## src/rtl/display_scan_control_if.sv

```systemverilog
// display_scan_control_if: scan controller bus (enable/load/message/blink in; ack/tick/anodes/digit out)
interface display_scan_control_if;
    logic        enable;
    logic [15:0] message_in;
    logic        load;
    logic [3:0]  blink_mask;
    logic        load_ack;
    logic        frame_tick;
    logic [3:0]  anodes;
    logic [3:0]  digit;
    modport master (
        output enable, message_in, load, blink_mask,
        input  load_ack, frame_tick, anodes, digit
    );
    modport slave (
        input  enable, message_in, load, blink_mask,
        output load_ack, frame_tick, anodes, digit
    );
endinterface

```

## src/rtl/display_scan_control.sv

```systemverilog
// display_scan_control: 4-digit common-anode scanner with guard blanking, frame-boundary message commit and per-digit blink; ports clock, reset, bus(slave)
module display_scan_control #(
    parameter int REFRESH_DIV  = 50000,
    parameter int GUARD_CYCLES = 2,
    parameter int BLINK_FRAMES = 250
) (
    input logic                   clock,
    input logic                   reset,
    display_scan_control_if.slave bus
);
    typedef enum logic [1:0] {IDLE, BLANK, DRIVE} state_t;
    localparam int PW = REFRESH_DIV > 1 ? $clog2(REFRESH_DIV) : 1;
    localparam int GW = GUARD_CYCLES > 1 ? $clog2(GUARD_CYCLES) : 1;
    localparam int FW = BLINK_FRAMES > 1 ? $clog2(BLINK_FRAMES) : 1;
    state_t        state, state_n;
    logic [1:0]    idx, idx_n;
    logic [PW-1:0] pre, pre_n;
    logic [GW-1:0] grd, grd_n;
    logic [15:0]   active, active_n, shadow, shadow_n;
    logic          pending, pending_n, hidden, hidden_n;
    logic [FW-1:0] frame, frame_n;
    logic [3:0]    anodes_n, digit_n;
    logic          load_ack_n, wrap, tick, frame_last;
    always_ff @(posedge clock) begin
        if (reset) begin
            state          <= IDLE;
            idx            <= '0;
            pre            <= '0;
            grd            <= '0;
            active         <= '1;
            shadow         <= '1;
            pending        <= 1'b0;
            hidden         <= 1'b0;
            frame          <= '0;
            bus.anodes     <= '1;
            bus.digit      <= '1;
            bus.load_ack   <= 1'b0;
            bus.frame_tick <= 1'b0;
        end else begin
            state          <= state_n;
            idx            <= idx_n;
            pre            <= pre_n;
            grd            <= grd_n;
            active         <= active_n;
            shadow         <= shadow_n;
            pending        <= pending_n;
            hidden         <= hidden_n;
            frame          <= frame_n;
            bus.anodes     <= anodes_n;
            bus.digit      <= digit_n;
            bus.load_ack   <= load_ack_n;
            bus.frame_tick <= tick;
        end
    end
    always_comb begin
        state_n    = state;
        idx_n      = idx;
        pre_n      = pre;
        grd_n      = grd;
        anodes_n   = bus.anodes;
        digit_n    = bus.digit;
        wrap       = state == DRIVE && pre == PW'(REFRESH_DIV - 1);
        tick       = bus.enable && wrap && idx == 2'd3;
        frame_last = frame == FW'(BLINK_FRAMES - 1);
        if (!bus.enable) begin
            state_n  = IDLE;
            idx_n    = '0;
            pre_n    = '0;
            grd_n    = '0;
            anodes_n = '1;
            digit_n  = '1;
        end else if (state == IDLE) begin
            state_n = BLANK;
            grd_n   = '0;
        end else if (state == BLANK) begin
            if (grd == GW'(GUARD_CYCLES - 1)) begin
                state_n  = DRIVE;
                pre_n    = '0;
                anodes_n = ~(4'b0001 << idx);
                digit_n  = hidden && bus.blink_mask[idx] ? 4'hF : active[{idx, 2'b00} +: 4];
            end else begin
                grd_n = grd + 1'b1;
            end
        end else if (wrap) begin
            state_n  = BLANK;
            idx_n    = idx + 2'd1;
            grd_n    = '0;
            anodes_n = '1;
            digit_n  = '1;
        end else begin
            pre_n = pre + 1'b1;
        end
        shadow_n   = bus.load ? bus.message_in : shadow;
        pending_n  = pending || bus.load;
        active_n   = active;
        load_ack_n = 1'b0;
        if ((tick && (pending || bus.load)) || (!bus.enable && pending)) begin
            active_n   = bus.load ? bus.message_in : shadow;
            pending_n  = 1'b0;
            load_ack_n = 1'b1;
        end
        frame_n  = frame;
        hidden_n = hidden;
        if (tick && BLINK_FRAMES > 0) begin
            frame_n  = frame_last ? '0 : frame + 1'b1;
            hidden_n = frame_last ? !hidden : hidden;
        end
    end
endmodule

```

## src/flat_wrapper.sv

```systemverilog
// flat-port wrapper written by rule: the top's interface ports become plain ports
module display_scan_control_flat 
#(
    parameter int REFRESH_DIV  = 50000,
    parameter int GUARD_CYCLES = 2,
    parameter int BLINK_FRAMES = 250
)
  (clock, reset, bus_enable, bus_message_in, bus_load, bus_blink_mask, bus_load_ack, bus_frame_tick, bus_anodes, bus_digit);
  display_scan_control_if bus_i ();
  input logic clock;
  input logic reset;
  input wire logic [$bits(bus_i.enable)-1:0] bus_enable;
  input wire logic [$bits(bus_i.message_in)-1:0] bus_message_in;
  input wire logic [$bits(bus_i.load)-1:0] bus_load;
  input wire logic [$bits(bus_i.blink_mask)-1:0] bus_blink_mask;
  output wire logic [$bits(bus_i.load_ack)-1:0] bus_load_ack;
  output wire logic [$bits(bus_i.frame_tick)-1:0] bus_frame_tick;
  output wire logic [$bits(bus_i.anodes)-1:0] bus_anodes;
  output wire logic [$bits(bus_i.digit)-1:0] bus_digit;
  assign bus_i.enable = bus_enable;
  assign bus_i.message_in = bus_message_in;
  assign bus_i.load = bus_load;
  assign bus_i.blink_mask = bus_blink_mask;
  assign bus_load_ack = bus_i.load_ack;
  assign bus_frame_tick = bus_i.frame_tick;
  assign bus_anodes = bus_i.anodes;
  assign bus_digit = bus_i.digit;
  display_scan_control #(.REFRESH_DIV(REFRESH_DIV), .GUARD_CYCLES(GUARD_CYCLES), .BLINK_FRAMES(BLINK_FRAMES)) u_core (.clock(clock), .reset(reset), .bus(bus_i));
endmodule
```

## config.mk

```make
export PLATFORM = sky130hd
export DESIGN_NAME = display_scan_control_flat
export DESIGN_NICKNAME = d
export VERILOG_FILES = /design/src/rtl/display_scan_control_if.sv /design/src/rtl/display_scan_control.sv /design/src/flat_wrapper.sv
export SDC_FILE = /design/constraint.sdc
export NUM_CORES = 1
export LEC_CHECK = 0
export CORE_MARGIN = 5
export CORE_UTILIZATION = 45
export DETAILED_ROUTE_END_ITERATION = 8
export PLACE_DENSITY_LB_ADDON = 0.25
export SLEW_MARGIN = 15
export SYNTH_ARGS = -nofsm -noshare
export SYNTH_HDL_FRONTEND = slang
export SYNTH_SLANG_ARGS = --single-unit
export TNS_END_PERCENT = 20
```

## constraint.sdc

```tcl
create_clock -name clock -period 2.8 [get_ports clock]
set_clock_uncertainty 0.15 [all_clocks]
set_input_delay 0.56 -clock clock [delete_from_list [all_inputs] [get_ports clock]]
set_output_delay 0.56 -clock clock [all_outputs]
set_load 0.01 [all_outputs]
```

==> impl_metrics.env, run 1 <==
export IMPL_status="finished clean"
export IMPL_nFillCells=674
export IMPL_slew_violations=0
export IMPL_maxCapViolations=0
export IMPL_final_seq_area_sq_mm=0.00146
export IMPL_min_to="u_core.shadow[0]$_SDFF_PP1_"
export IMPL_holdBufCountCts=0
export IMPL_ys_seq_area_frac=0.450
export IMPL_gp_congestion=0.856
export IMPL_final_area_sq_mm=0.00395
export IMPL_cts_root_buffer="clkbuf_8"
export IMPL_fin_cells=494
export IMPL_holdWs_ns=0.324
export IMPL_setup_viol=0
export IMPL_worst_ep_required_time_ns=2.93
export IMPL_cp_max_fo=10
export IMPL_fmax_mhz=419
export IMPL_r2r_end="u_core.frame[6]$_SDFFE_PP0P_"
export IMPL_area_delta_synth_final_pct=21.6
export IMPL_yosys_warnings=0
export IMPL_drc=0
export IMPL_numPortBuffers=33
export IMPL_dieArea_sq_mm=0.00902
export IMPL_hold_class="reg2reg"
export IMPL_max_vdd_ir_drop_uv=345
export IMPL_relSlewSlack=0.648
export IMPL_multi_input_area_sq_mm=0.00170
export IMPL_vias=2528
export IMPL_powerDensity_mw_per_mm2=524
export IMPL_path_clk_slew_ns=0.08
export IMPL_netlist_area_sq_mm=0.00325
export IMPL_endpoint_kind="flip-flop"
export IMPL_drt_pass1_iterations=4
export IMPL_antenna_cells=0
export IMPL_synthTopCellsByCount="dfxtp_1 (73), nand2_1 (40), nor2_1 (32)"
export IMPL_track_usage=0.165
export IMPL_post_dp_cell_area_sq_mm=0.00375
export IMPL_synthCells=346
export IMPL_holdCritStartpoint="u_core.shadow[0]$_SDFF_PP1_"
export IMPL_worstSkewPairLatency_ns=0.35
export IMPL_r2r_cells=6
export IMPL_syn_nets=377
export IMPL_r2r_start="u_core.pre[10]$_SDFFE_PP0P_"
export IMPL_synth_xor_area_share=0.0270
export IMPL_reg2reg_slack_ns=0.41
export IMPL_synth_edf_count=0
export IMPL_ant_nets=0
export IMPL_syn_avg_cell_area_sq_um=9.39
export IMPL_fp_row_count=31
export IMPL_layout_min_cycle_time_ns=2.39
export IMPL_cts_inserted_buffers=9
export IMPL_cts_tree="built"
export IMPL_synth_top_family_by_area="simple AND/OR/NAND/NOR gates"
export IMPL_drt_wl_total_mm=6.75
export IMPL_grt_max_degree=20
export IMPL_startpoint_type="flip-flop"
export IMPL_via_per_inst=5.12
export IMPL_hpwl_mm=4.75
export IMPL_overflow=0
export IMPL_crit_type="reg2reg"
export IMPL_core_area_sq_mm=0.00714
export IMPL_antenna_found_initial=0
export IMPL_fin_crit_sh=0.852
export IMPL_yosysTopAreaCellShare=0.450
export IMPL_grt_pass1_vias=2470
export IMPL_place_inst=478
export IMPL_io_pin_count=34
export IMPL_hold_viol_final=0
export IMPL_rsz0062_at_grt="no"
export IMPL_leakagePower_nw=1.46
export IMPL_cp_arrival_ns=2.52
export IMPL_htree_levels=3
export IMPL_die_x_um=95.0
export IMPL_nets=421
export IMPL_ys_flop_type="dfxtp_1"
export IMPL_yosysMostFrequentCell="dfxtp_1"
export IMPL_clockBufferDepth=2
export IMPL_final_layout_size_suffix_gt1_frac=0.190
export IMPL_ys_seq_elements=73
export IMPL_worst_pin_slew_ns=0.524
export IMPL_yosys_area_top_type="dfxtp_1"
export IMPL_cts_resized=0
export IMPL_synthArstFlopShare=0
export IMPL_synthAdderAreaFrac=0.0270
export IMPL_cts_sinks=73
export IMPL_yosysUniqueCellTypes=44
export IMPL_drt_iter0_markers=91
export IMPL_holdPathStages=2
export IMPL_final_setup_tns_ns=0
export IMPL_start_util=0.455
export IMPL_synth_compound_area_share=0.0828
export IMPL_detail_route_wl_per_cell_um=13.7
export IMPL_postCtsSetupRepairBufs=0
export IMPL_synth_simple_area_share=0.252
export IMPL_synth_area_top_cells="dfxtp_1 (45%), mux2_2 (5.5%), nand2_1 (4.6%)"
export IMPL_die_y_um=95.0
export IMPL_synth_mux_area_frac=0.133
export IMPL_grt_pass1_wl_mm=11.5
==> metrics by stage <==
stage	setup WS, ns	total power, mW	utilization
floorplan	0.549	1.18	-
global placement	0.418	1.24	0.525
detailed placement	0.347	1.25	0.525
CTS	0.413	2.08	0.554
global route	0.220	2.15	0.554
finish	0.415	2.07	0.554
==> worst max-delay path by stage <==
stage	endpoint	slack (ns)	from	cells after the start
finish	u_core.frame[6]$_SDFFE_PP0P_	0.41	u_core.pre[10]$_SDFFE_PP0P_	6
global route	u_core.frame[4]$_SDFFE_PP0P_	0.22	u_core.pre[12]$_SDFFE_PP0P_	6
CTS	u_core.frame[4]$_SDFFE_PP0P_	0.41	u_core.pre[10]$_SDFFE_PP0P_	6
detailed placement	u_core.frame[6]$_SDFFE_PP0P_	0.35	bus_enable	5
global placement	u_core.frame[4]$_SDFFE_PP0P_	0.42	bus_enable	5
floorplan	u_core.active[0]$_SDFFE_PP1P_	0.55	u_core.pre[10]$_SDFFE_PP0P_	6
==> registers in the layout, indices dropped and copies added (netlist names) <==
register,cells
u_core.active,16
u_core.bus.anodes,4
u_core.bus.digit,4
u_core.bus.frame_tick,1
u_core.bus.load_ack,1
u_core.frame,8
u_core.grd,1
u_core.hidden,1
u_core.idx,2
u_core.pending,1
u_core.pre,16
u_core.shadow,16
u_core.state,2
==> kinds of logic (layout without fill, tap and decap cells) <==
kind of cell	count (synthesis)	in the layout
multiplexers	35	35
AO/OA/AOI/OAI	42	42
flip-flops	73	73
adder cells (fa/ha/maj)	7	7
XOR/XNOR	10	10
buffers and inverters	22	71
AND/OR/NAND/NOR	157	157
==> layout make-up <==
| cell class | instances | share of cell area |
|---|---|---|
| clock buffers | 10 | 0.0348 |
| clock inverters | 6 | 0.0168 |
| inverters | 8 | 0.00760 |
| multi-input cells | 251 | 0.429 |
| flip-flops and latches | 73 | 0.370 |
| well taps | 99 | 0.0313 |
| repair buffers | 47 | 0.110 |
==> critical path, stage by stage, from the launching register on <==
cell and delay, ns:
dfxtp_1 0.34, or4b_4 0.55, and3b_2 0.32, nand4_2 0.25
buf_4 0.24, or3_1 0.34, a21oi_1 0.14
==> where the power goes <==
group          switching [mW]  internal [mW]
logic                  0.0632         0.0799
registers              0.0119           1.07
clock network           0.410          0.437
total                   0.485           1.58
==> per-layer routing <==
metal	GRT usage	up-vias	wire, um
li1	-	1293	-
met1	0.211	1189	3160
met2	0.265	36	3230
met3	0.0438	10	250
met4	0.0637	0	110
met5	0	-	0
==> cell usage in the layout, fill, tap and decap left out, types with 7 or more instances in the layout <==
cell              n
clkbuf_8         10
clkdlybuf4s50_1  33
nand3_1          16
a21oi_1          15
inv_1             7
nor2_1           32
o21ai_0           8
dfxtp_1          73
or2_2            16
mux2i_1          14
or3_1             7
mux2_2           16
nand2b_1         10
buf_4            14
nand2_1          40
ha_1              7
xor2_1            8
Note: power is estimated with default switching activity, not from simulation.
==> run 2, diff against run 1 <==
- CELL_PAD_IN_SITES_DETAIL_PLACEMENT: default -> 1
- CELL_PAD_IN_SITES_GLOBAL_PLACEMENT: default -> 1
- CORE_UTILIZATION: 45 -> 30
==> run 2 against run 1 <==
  * Count of clock-buffer cells in the layout decreased by 1
  * Core utilization is 18 points lower
  * Cell count grew 8.5%
  * Register-to-register slack worse by 0.07 ns
  * First-iteration DRC count decreased by 1.1%
  * Sequential share of layout area is 0.60 points lower
  * Hold slack better by 0.0056 ns
  * Via count rose by 0.79%
  * Critical path depth unchanged
  * Setup slack lost 0.069 ns
  * Final area is 1.6% higher
  * Critical path type unchanged
  * Largest power group unchanged
==> impl_metrics.env, run 2 (synthesis gave the netlist of run 1 again) <==
export IMPL_clockBufferDepth=2
export IMPL_fmax_mhz=407
export IMPL_max_vdd_ir_drop_uv=299
export IMPL_cts_tree="built"
export IMPL_layout_commonest_cell="dfxtp_1"
export IMPL_core_area_sq_mm=0.0107
export IMPL_final_layout_size_suffix_gt1_frac=0.192
export IMPL_fin_crit_sh=0.877
export IMPL_post_dp_cell_area_sq_mm=0.00381
export IMPL_holdBufCountCts=0
export IMPL_drt_wl_total_mm=7.75
export IMPL_nets=422
export IMPL_drt_iter0_markers=90
export IMPL_final_setup_tns_ns=0
export IMPL_overflow=0
export IMPL_postCtsSetupRepairBufs=0
export IMPL_io_pin_count=34
export IMPL_die_y_um=114
export IMPL_start_util=0.302
export IMPL_area_delta_synth_final_pct=23.7
export IMPL_hpwl_mm=5.68
export IMPL_vias=2548
export IMPL_grt_max_degree=20
export IMPL_relSlewSlack=0.542
export IMPL_die_x_um=114
export IMPL_antenna_cells=0
export IMPL_antenna_found_initial=0
export IMPL_setup_viol=0
export IMPL_via_per_inst=4.75
export IMPL_numPortBuffers=33
export IMPL_maxCapViolations=0
export IMPL_startpoint_type="flip-flop"
export IMPL_slew_violations=0
export IMPL_detail_route_wl_per_cell_um=14.5
export IMPL_cp_arrival_ns=2.60
export IMPL_grt_pass1_wl_mm=13.5
export IMPL_worst_pin_slew_ns=0.682
export IMPL_grt_pass1_vias=2738
export IMPL_endpoint_kind="flip-flop"
export IMPL_hold_viol_final=0
export IMPL_worstSkewPairLatency_ns=0.35
export IMPL_track_usage=0.130
export IMPL_rsz0062_at_grt="no"
export IMPL_layout_min_cycle_time_ns=2.45
export IMPL_cp_max_fo=11
export IMPL_status="finished clean"
export IMPL_cts_root_buffer="clkbuf_8"
export IMPL_ant_nets=0
export IMPL_crit_type="reg2reg"
export IMPL_leakagePower_nw=1.47
export IMPL_powerDensity_mw_per_mm2=526
export IMPL_reg_top3="u_core.active x16, u_core.pre x16, u_core.shadow x16"
export IMPL_final_cell_mix="dfxtp_1 (73), nand2_1 (40), clkdlybuf4s50_1 (33), nor2_1 (32)"
export IMPL_cts_inserted_buffers=9
export IMPL_worst_ep_required_time_ns=2.94
export IMPL_drc=0
export IMPL_dieArea_sq_mm=0.0130
export IMPL_cts_resized=0
export IMPL_fp_row_count=38
export IMPL_htree_levels=3
export IMPL_path_clk_slew_ns=0.09
export IMPL_drt_pass1_iterations=4
export IMPL_final_area_sq_mm=0.00402
export IMPL_gp_congestion=0.757
export IMPL_cts_sinks=73
export IMPL_hold_class="reg2reg"
## run 2: cell types whose count changed in the layout (fill, tap and decap cells not counted)
cell	delta
clkinv_4	+1
inv_8	+2
inv_6	+1
clkinvlp_4	-2
clkinv_2	-1
buf_4	+1
clkbuf_8	-1
## run 2: worst paths after layout
kind                                             startpoint                      endpoint  slack, ns  cells after the start
worst max register to register  u_core.pre[10]$_SDFFE_PP0P_  u_core.frame[4]$_SDFFE_PP0P_       0.35                      6
worst min register to register  u_core.shadow[6]$_SDFF_PP1_   u_core.shadow[6]$_SDFF_PP1_       0.33                      2
worst min-delay path            u_core.shadow[6]$_SDFF_PP1_   u_core.shadow[6]$_SDFF_PP1_       0.33                      2
worst max-delay path            u_core.pre[10]$_SDFFE_PP0P_  u_core.frame[4]$_SDFFE_PP0P_       0.35                      6
## run 2: power breakdown
part / internal, mW / switching [mW] / total (mW)
logic: 0.0810 / 0.0646 / 0.146
clock network: 0.432 / 0.455 / 0.887
registers: 1.07 / 0.0120 / 1.08
## run 2: layout make-up
type	count	area (sq um)
Fill cell	1292	6730
Multi-Input combinational cell	251	1700
Sequential cell	73	1460
Timing Repair Buffer	48	443
Tap cell	140	175
Clock buffer	9	124
Clock inverter	7	86.3
Inverter	8	30.0
## run 2: metal layers
metal	global-route usage	share of wire
met1	0.162	0.47
met5	0	0
met3	0.0365	0.026
met4	0.0428	0.015
met2	0.216	0.49
## run 2: stage by stage
stage / hold slack (ns) / util / total power [mW] / instances / worst slack, ns
finish: 0.330 / 0.374 / 2.11 / 536 / 0.346
global route: 0.370 / 0.374 / 2.21 / 536 / 0.155
CTS: 0.337 / 0.374 / 2.15 / 536 / 0.334
detailed placement: 0.314 / 0.354 / 1.25 / 520 / 0.360
global placement: 0.309 / 0.354 / 1.25 / 520 / 0.424
floorplan: 0.282 / - / 1.18 / 346 / 0.549
## run 2: critical path: stages (launching register included)
cell and delay [ns]:
dfxtp_1 0.34, or4b_4 0.56, and3b_2 0.32, nand4_2 0.27, buf_4 0.26, or3_1 0.34
a21oi_1 0.15
==> RTL change 1, RTL diff (flow settings as in run 2) <==
`REFRESH_DIV` is set to 50000 in 2 places; all go to 25000.
--- a/src/rtl/display_scan_control.sv
+++ b/src/rtl/display_scan_control.sv
@@ -1,5 +1,5 @@
 // display_scan_control: 4-digit common-anode scanner with guard blanking, frame-boundary message commit and per-digit blink; ports clock, reset, bus(slave)
 module display_scan_control #(
-    parameter int REFRESH_DIV  = 50000,
+    parameter int REFRESH_DIV  = 25000,
     parameter int GUARD_CYCLES = 2,
     parameter int BLINK_FRAMES = 250
--- a/src/flat_wrapper.sv
+++ b/src/flat_wrapper.sv
@@ -2,5 +2,5 @@
 module display_scan_control_flat 
 #(
-    parameter int REFRESH_DIV  = 50000,
+    parameter int REFRESH_DIV  = 25000,
     parameter int GUARD_CYCLES = 2,
     parameter int BLINK_FRAMES = 250
Formal check against the unedited RTL: no difference found for any inputs over 10 cycles, from zero or initial values and one cycle with reset high; that may be too few to reach the edited logic, so the function may still have changed.
==> RTL change 1 against run 2 <==
- power down 0.71%
- sequential cell count down 1
- highest routed layer unchanged
- critical endpoint is now u_core.frame[2]$_SDFFE_PP0P_
- worst setup slack worse by 0.092 ns
- final area up 2.0%
- routed wire length grew 19%
- synthesized area increased by 2.7%
- critical path type unchanged
==> RTL change 1: results (changes against run 2) <==
| Parameter | This run | Change |
|:---|:---|:---|
| Critical R2R Launch | u_core.pre[9]$_SDFFE_PP0P_ | was u_core.pre[10]$_SDFFE_PP0P_ |
| R2R Path End | u_core.frame[2]$_SDFFE_PP0P_ | was u_core.frame[4]$_SDFFE_PP0P_ |
| Synth Area in Adders | 2.625% | was 2.696% |
| Routed wl met3 | 261 um | was 198 um |
| Cell internal pwr | 1.599 mW | was 1.581 mW |
| Number of library cell types mapped by synthesis | 47 | was 44 |
| Cell types occupying the most area after synthesis | sky130_fd_sc_hd__dfxtp_1 (43%), sky130_fd_sc_hd__a21oi_1 (8.2%), sky130_fd_sc_hd__nor2_1 (4.4%) | was sky130_fd_sc_hd__dfxtp_1 (45%), sky130_fd_sc_hd__mux2_2 (5.5%), sky130_fd_sc_hd__nand2_1 (4.6%) |
| Result of the run | finished clean | unchanged |
| Largest voltage drop on the vdd net | 0.2685 mV | was 0.2990 mV |
| Logic depth of the worst register-to-register path | 5 | was 6 |
| Max-Slew Margin vs Limit | 61.79% | was 54.21% |
| Hold wc startpoint | u_core.bus.digit[3]$_SDFFE_PP1P_ | was u_core.shadow[6]$_SDFF_PP1_ |
| Top flop regs | u_core.active x16, u_core.shadow x16, u_core.pre x15 | was u_core.active x16, u_core.pre x16, u_core.shadow x16 |
| Layout cells sized above 1 | 10.67% | was 19.19% |
| Worst path slowest cell | sky130_fd_sc_hd__or4_1 | was sky130_fd_sc_hd__or4b_4 |
| Highest cell delay on the worst timing path | 0.70 ns | was 0.56 ns |
| Worst-case hold path end point | u_core.bus.digit[3]$_SDFFE_PP1P_ | was u_core.shadow[6]$_SDFF_PP1_ |
| Compound-Gate Fraction of Synth Area | 20.28% | was 8.282% |
| Routed length on met2 | 4.159 mm | was 3.784 mm |
| Mean routed wirelength per cell | 16.19 um | was 14.46 um |
| Iter 0 DRT Violations | 162 | was 90 |
| Mux share of post-synthesis cell area | 3.975% | was 13.33% |
| First-pass GRT wire length | 15.33 mm | was 13.49 mm |
| Data arrival, critical path | 2.63 ns | was 2.60 ns |
| FILL cells | 1277 | was 1292 |
| Part of the total power dissipated in combinational logic | 7.9% | was 6.9% |
| Nets | 457 | was 422 |
| GRT Resource Usage Total | 14.57% | was 13.00% |
| Maximum number of pins on one net before global-route repair | 43 | was 20 |
| Worst hold slack | 0.3303 ns | was 0.3301 ns |
==> RTL change 1: per-layer routing <==
metal	track usage (%)	up-vias
met4	7.121	0
met3	2.454	17
met1	20.25	1448
met5	0	-
li1	-	1470
met2	21.91	44
==> RTL change 1: how the worst max path moves through the flow <==
stage,startpoint,endpoint,slack [ns],cells after the start
final,u_core.pre[9]$_SDFFE_PP0P_,u_core.frame[2]$_SDFFE_PP0P_,0.25,5
after global routing,u_core.pre[9]$_SDFFE_PP0P_,u_core.frame[2]$_SDFFE_PP0P_,0.15,5
after CTS,u_core.pre[9]$_SDFFE_PP0P_,u_core.frame[2]$_SDFFE_PP0P_,0.26,5
after detailed placement,u_core.pre[9]$_SDFFE_PP0P_,u_core.frame[2]$_SDFFE_PP0P_,0.28,5
after global placement,u_core.pre[9]$_SDFFE_PP0P_,u_core.frame[3]$_SDFFE_PP0P_,0.34,4
after floorplan,u_core.pre[9]$_SDFFE_PP0P_,u_core.frame[3]$_SDFFE_PP0P_,0.45,5
==> RTL change 1: worst max-delay path: cells and delay by family (launching register included) <==
family	cells	cell delay, ns
buffers and inverters	1	0.20
flip-flops	1	0.37
AO/OA/AOI/OAI	2	0.46
AND/OR/NAND/NOR	2	1.25
==> RTL change 1: through the flow <==
stage,std cells,setup slack (ns),cell area (um^2),power (mW)
after floorplan,391,0.4513,3337,1.186
after global placement,555,0.3384,3897,1.258
after detailed placement,555,0.2823,3897,1.263
after CTS,571,0.2637,4096,2.125
after global routing,571,0.1522,4096,2.190
final,571,0.2539,4096,2.098
==> RTL change 1: layout make-up <==
cell class	count	area share, %
multi-input cells	283	43.19
flip-flops and latches	72	35.19
repair buffers	51	11.67
well taps	140	4.276
clock buffers	13	3.879
clock inverters	3	0.9774
inverters	9	0.8247
==> RTL change 2, RTL diff (flow settings as in run 2) <==
Made on the original files. Re-encode `state_t` (3 states) as one-hot, 3 bits wide.
--- a/src/rtl/display_scan_control.sv
+++ b/src/rtl/display_scan_control.sv
@@ -9,5 +9,5 @@
     display_scan_control_if.slave bus
 );
-    typedef enum logic [1:0] {IDLE, BLANK, DRIVE} state_t;
+    typedef enum logic [2:0] {IDLE = 3'b001, BLANK = 3'b010, DRIVE = 3'b100} state_t;
     localparam int PW = REFRESH_DIV > 1 ? $clog2(REFRESH_DIV) : 1;
     localparam int GW = GUARD_CYCLES > 1 ? $clog2(GUARD_CYCLES) : 1;
Function: same outputs for any inputs over 10 cycles, from zero or initial values and one cycle with reset high; not proved beyond that.
==> RTL change 2 against run 2 <==
- power up 19%
- critical path depth down 2
- final area up 7.2%
- sequential cell count grew 1
- sequential share of layout area down 2.0 points
- worst setup slack improved by 0.14 ns
- count of clock-buffer cells in the layout unchanged
- routed wire length rose by 17%
- cell count grew 0.37%
- non-clock buffer count decreased by 2
- global-route usage increased by 0.72 points
- core utilization is 0.18 points higher
- synthesized area up 8.6%
==> RTL change 2: results (changes against run 2) <==
| Parameter | This run | Change |
|:---|:---|:---|
| Cell types occupying the most area after synthesis | sky130_fd_sc_hd__dfxtp_1 (42%), sky130_fd_sc_hd__a2bb2oi_2 (4.3%), sky130_fd_sc_hd__a211oi_1 (3.6%) | was sky130_fd_sc_hd__dfxtp_1 (45%), sky130_fd_sc_hd__mux2_2 (5.5%), sky130_fd_sc_hd__nand2_1 (4.6%) |
| Largest voltage drop on the vdd net | 0.3686 mV | was 0.2990 mV |
| Maximum number of pins on one net before global-route repair | 33 | was 20 |
| Cell depth of the worst min-delay path | 1 | was 2 |
| Routability-driven placement congestion ratio | 0.8202 | was 0.7569 |
| GRT Resource Usage Total | 13.71% | was 13.00% |
| Cell count after synthesis | 358 | was 346 |
| Routed vias | 2845 | was 2548 |
| Pwr dens | 584.0 nW/um^2 | was 526.0 nW/um^2 |
| FILL cells | 1268 | was 1292 |
| Highest cell delay on the worst timing path | 0.51 ns | was 0.56 ns |
| Nets | 423 | was 422 |
| Clock edge transition at the registers on the reported setup and hold paths | 0.06 ns | was 0.09 ns |
| Number of standard cells in the layout, taps in and fillers out | 538 | was 536 |
| Transition time at the pin with the least slew margin | 0.7065 ns | was 0.6816 ns |
| Root buffer cell | sky130_fd_sc_hd__clkbuf_16 | was sky130_fd_sc_hd__clkbuf_8 |
| Post-synth net total | 389 | was 377 |
| Iter 0 DRT Violations | 113 | was 90 |
| Vias in the first global route | 3024 | was 2738 |
| Sequential fraction of the synthesis area | 42.00% | was 44.99% |
| Post-DP HPWL | 6.535 mm | was 5.678 mm |
| Setup slack, reg-to-reg | 0.49 ns | was 0.35 ns |
| Placed Cells | 524 | was 520 |
| R2R Path End | u_core.frame[3]$_SDFFE_PP0P_ | was u_core.frame[4]$_SDFFE_PP0P_ |
| Layout cells sized above 1 | 14.43% | was 19.19% |
| Result of the run | finished clean | unchanged |
| Top fanout value on the critical path | 14 | was 11 |
| Hold wc startpoint | u_core.active[12]$_SDFFE_PP1P_ | was u_core.shadow[6]$_SDFF_PP1_ |
| First-pass GRT wire length | 15.61 mm | was 13.49 mm |
| Overall routed net length | 9.070 mm | was 7.752 mm |
RTL change 2: cell types whose count changed in the layout (fill, tap and decap cells not counted), moves of 7 or more:
cell	run 2	this run
sky130_fd_sc_hd__clkbuf_16	0	9
sky130_fd_sc_hd__inv_1	7	25
sky130_fd_sc_hd__mux2i_1	14	4
sky130_fd_sc_hd__or2_2	16	1
sky130_fd_sc_hd__mux2_2	16	0
sky130_fd_sc_hd__nand2_1	40	20
sky130_fd_sc_hd__a2bb2oi_1	0	10
sky130_fd_sc_hd__nor2_1	32	11
sky130_fd_sc_hd__nor2b_1	3	20
sky130_fd_sc_hd__nand2b_1	10	2
sky130_fd_sc_hd__xor2_1	8	1
sky130_fd_sc_hd__a2bb2oi_2	0	10
sky130_fd_sc_hd__a211oi_1	2	17
sky130_fd_sc_hd__clkbuf_8	9	0
RTL change 2: metal layers:
layer	routed length, um	vias to the layer above	part of all wire [%]	track usage [%]
li1	-	1402	-	-
met1	4273	1397	47	17.68
met2	4390	36	48	22.05
met3	291	10	3.2	4.680
met4	114	0	1.3	3.614
met5	0	-	0	0
RTL change 2: how the worst max path moves through the flow:
stage | startpoint | cells after the start | to | slack [ns]
finish | u_core.pre[3]$_SDFFE_PP0P_ | 4 | u_core.frame[3]$_SDFFE_PP0P_ | 0.49
CTS | u_core.pre[3]$_SDFFE_PP0P_ | 4 | u_core.frame[4]$_SDFFE_PP0P_ | 0.48
detailed placement | bus_enable | 6 | u_core.bus.digit[3]$_SDFFE_PP1P_ | 0.26
floorplan | bus_enable | 6 | u_core.bus.digit[3]$_SDFFE_PP1P_ | 0.69
global route | u_core.pre[3]$_SDFFE_PP0P_ | 4 | u_core.frame[4]$_SDFFE_PP0P_ | 0.34
global placement | bus_enable | 6 | u_core.bus.digit[3]$_SDFFE_PP1P_ | 0.32
RTL change 2: stage by stage:
stage	cell area (um^2)	setup WS (ns)	util [%]
after CTS	4307	0.4779	37.56
after detailed placement	4000	0.2551	34.88
final	4307	0.4877	37.56
after global routing	4307	0.3438	37.56
after global placement	4000	0.3237	34.88
after floorplan	3527	0.6860	-
RTL change 2: cell type report:
class                   count  area, um^2  share of cell area, %
clock buffers               9       225.2                  5.230
clock inverters             5       81.33                  1.888
inverters                  25       93.84                  2.179
multi-input cells         236        1818                  42.21
flip-flops and latches     74        1481                  34.40
well taps                 143       178.9                  4.155
repair buffers             46       427.9                  9.936
RTL change 2: cell families after synthesis:
| kind of cell | synth area share (%) |
|---|---|
| multiplexers | 4.328 |
| AO/OA/AOI/OAI | 23.63 |
| XOR/XNOR | 0.7451 |
| flip-flops | 42.00 |
| buffers and inverters | 6.456 |
| AND/OR/NAND/NOR | 20.36 |
| adder cells (fa/ha/maj) | 2.483 |
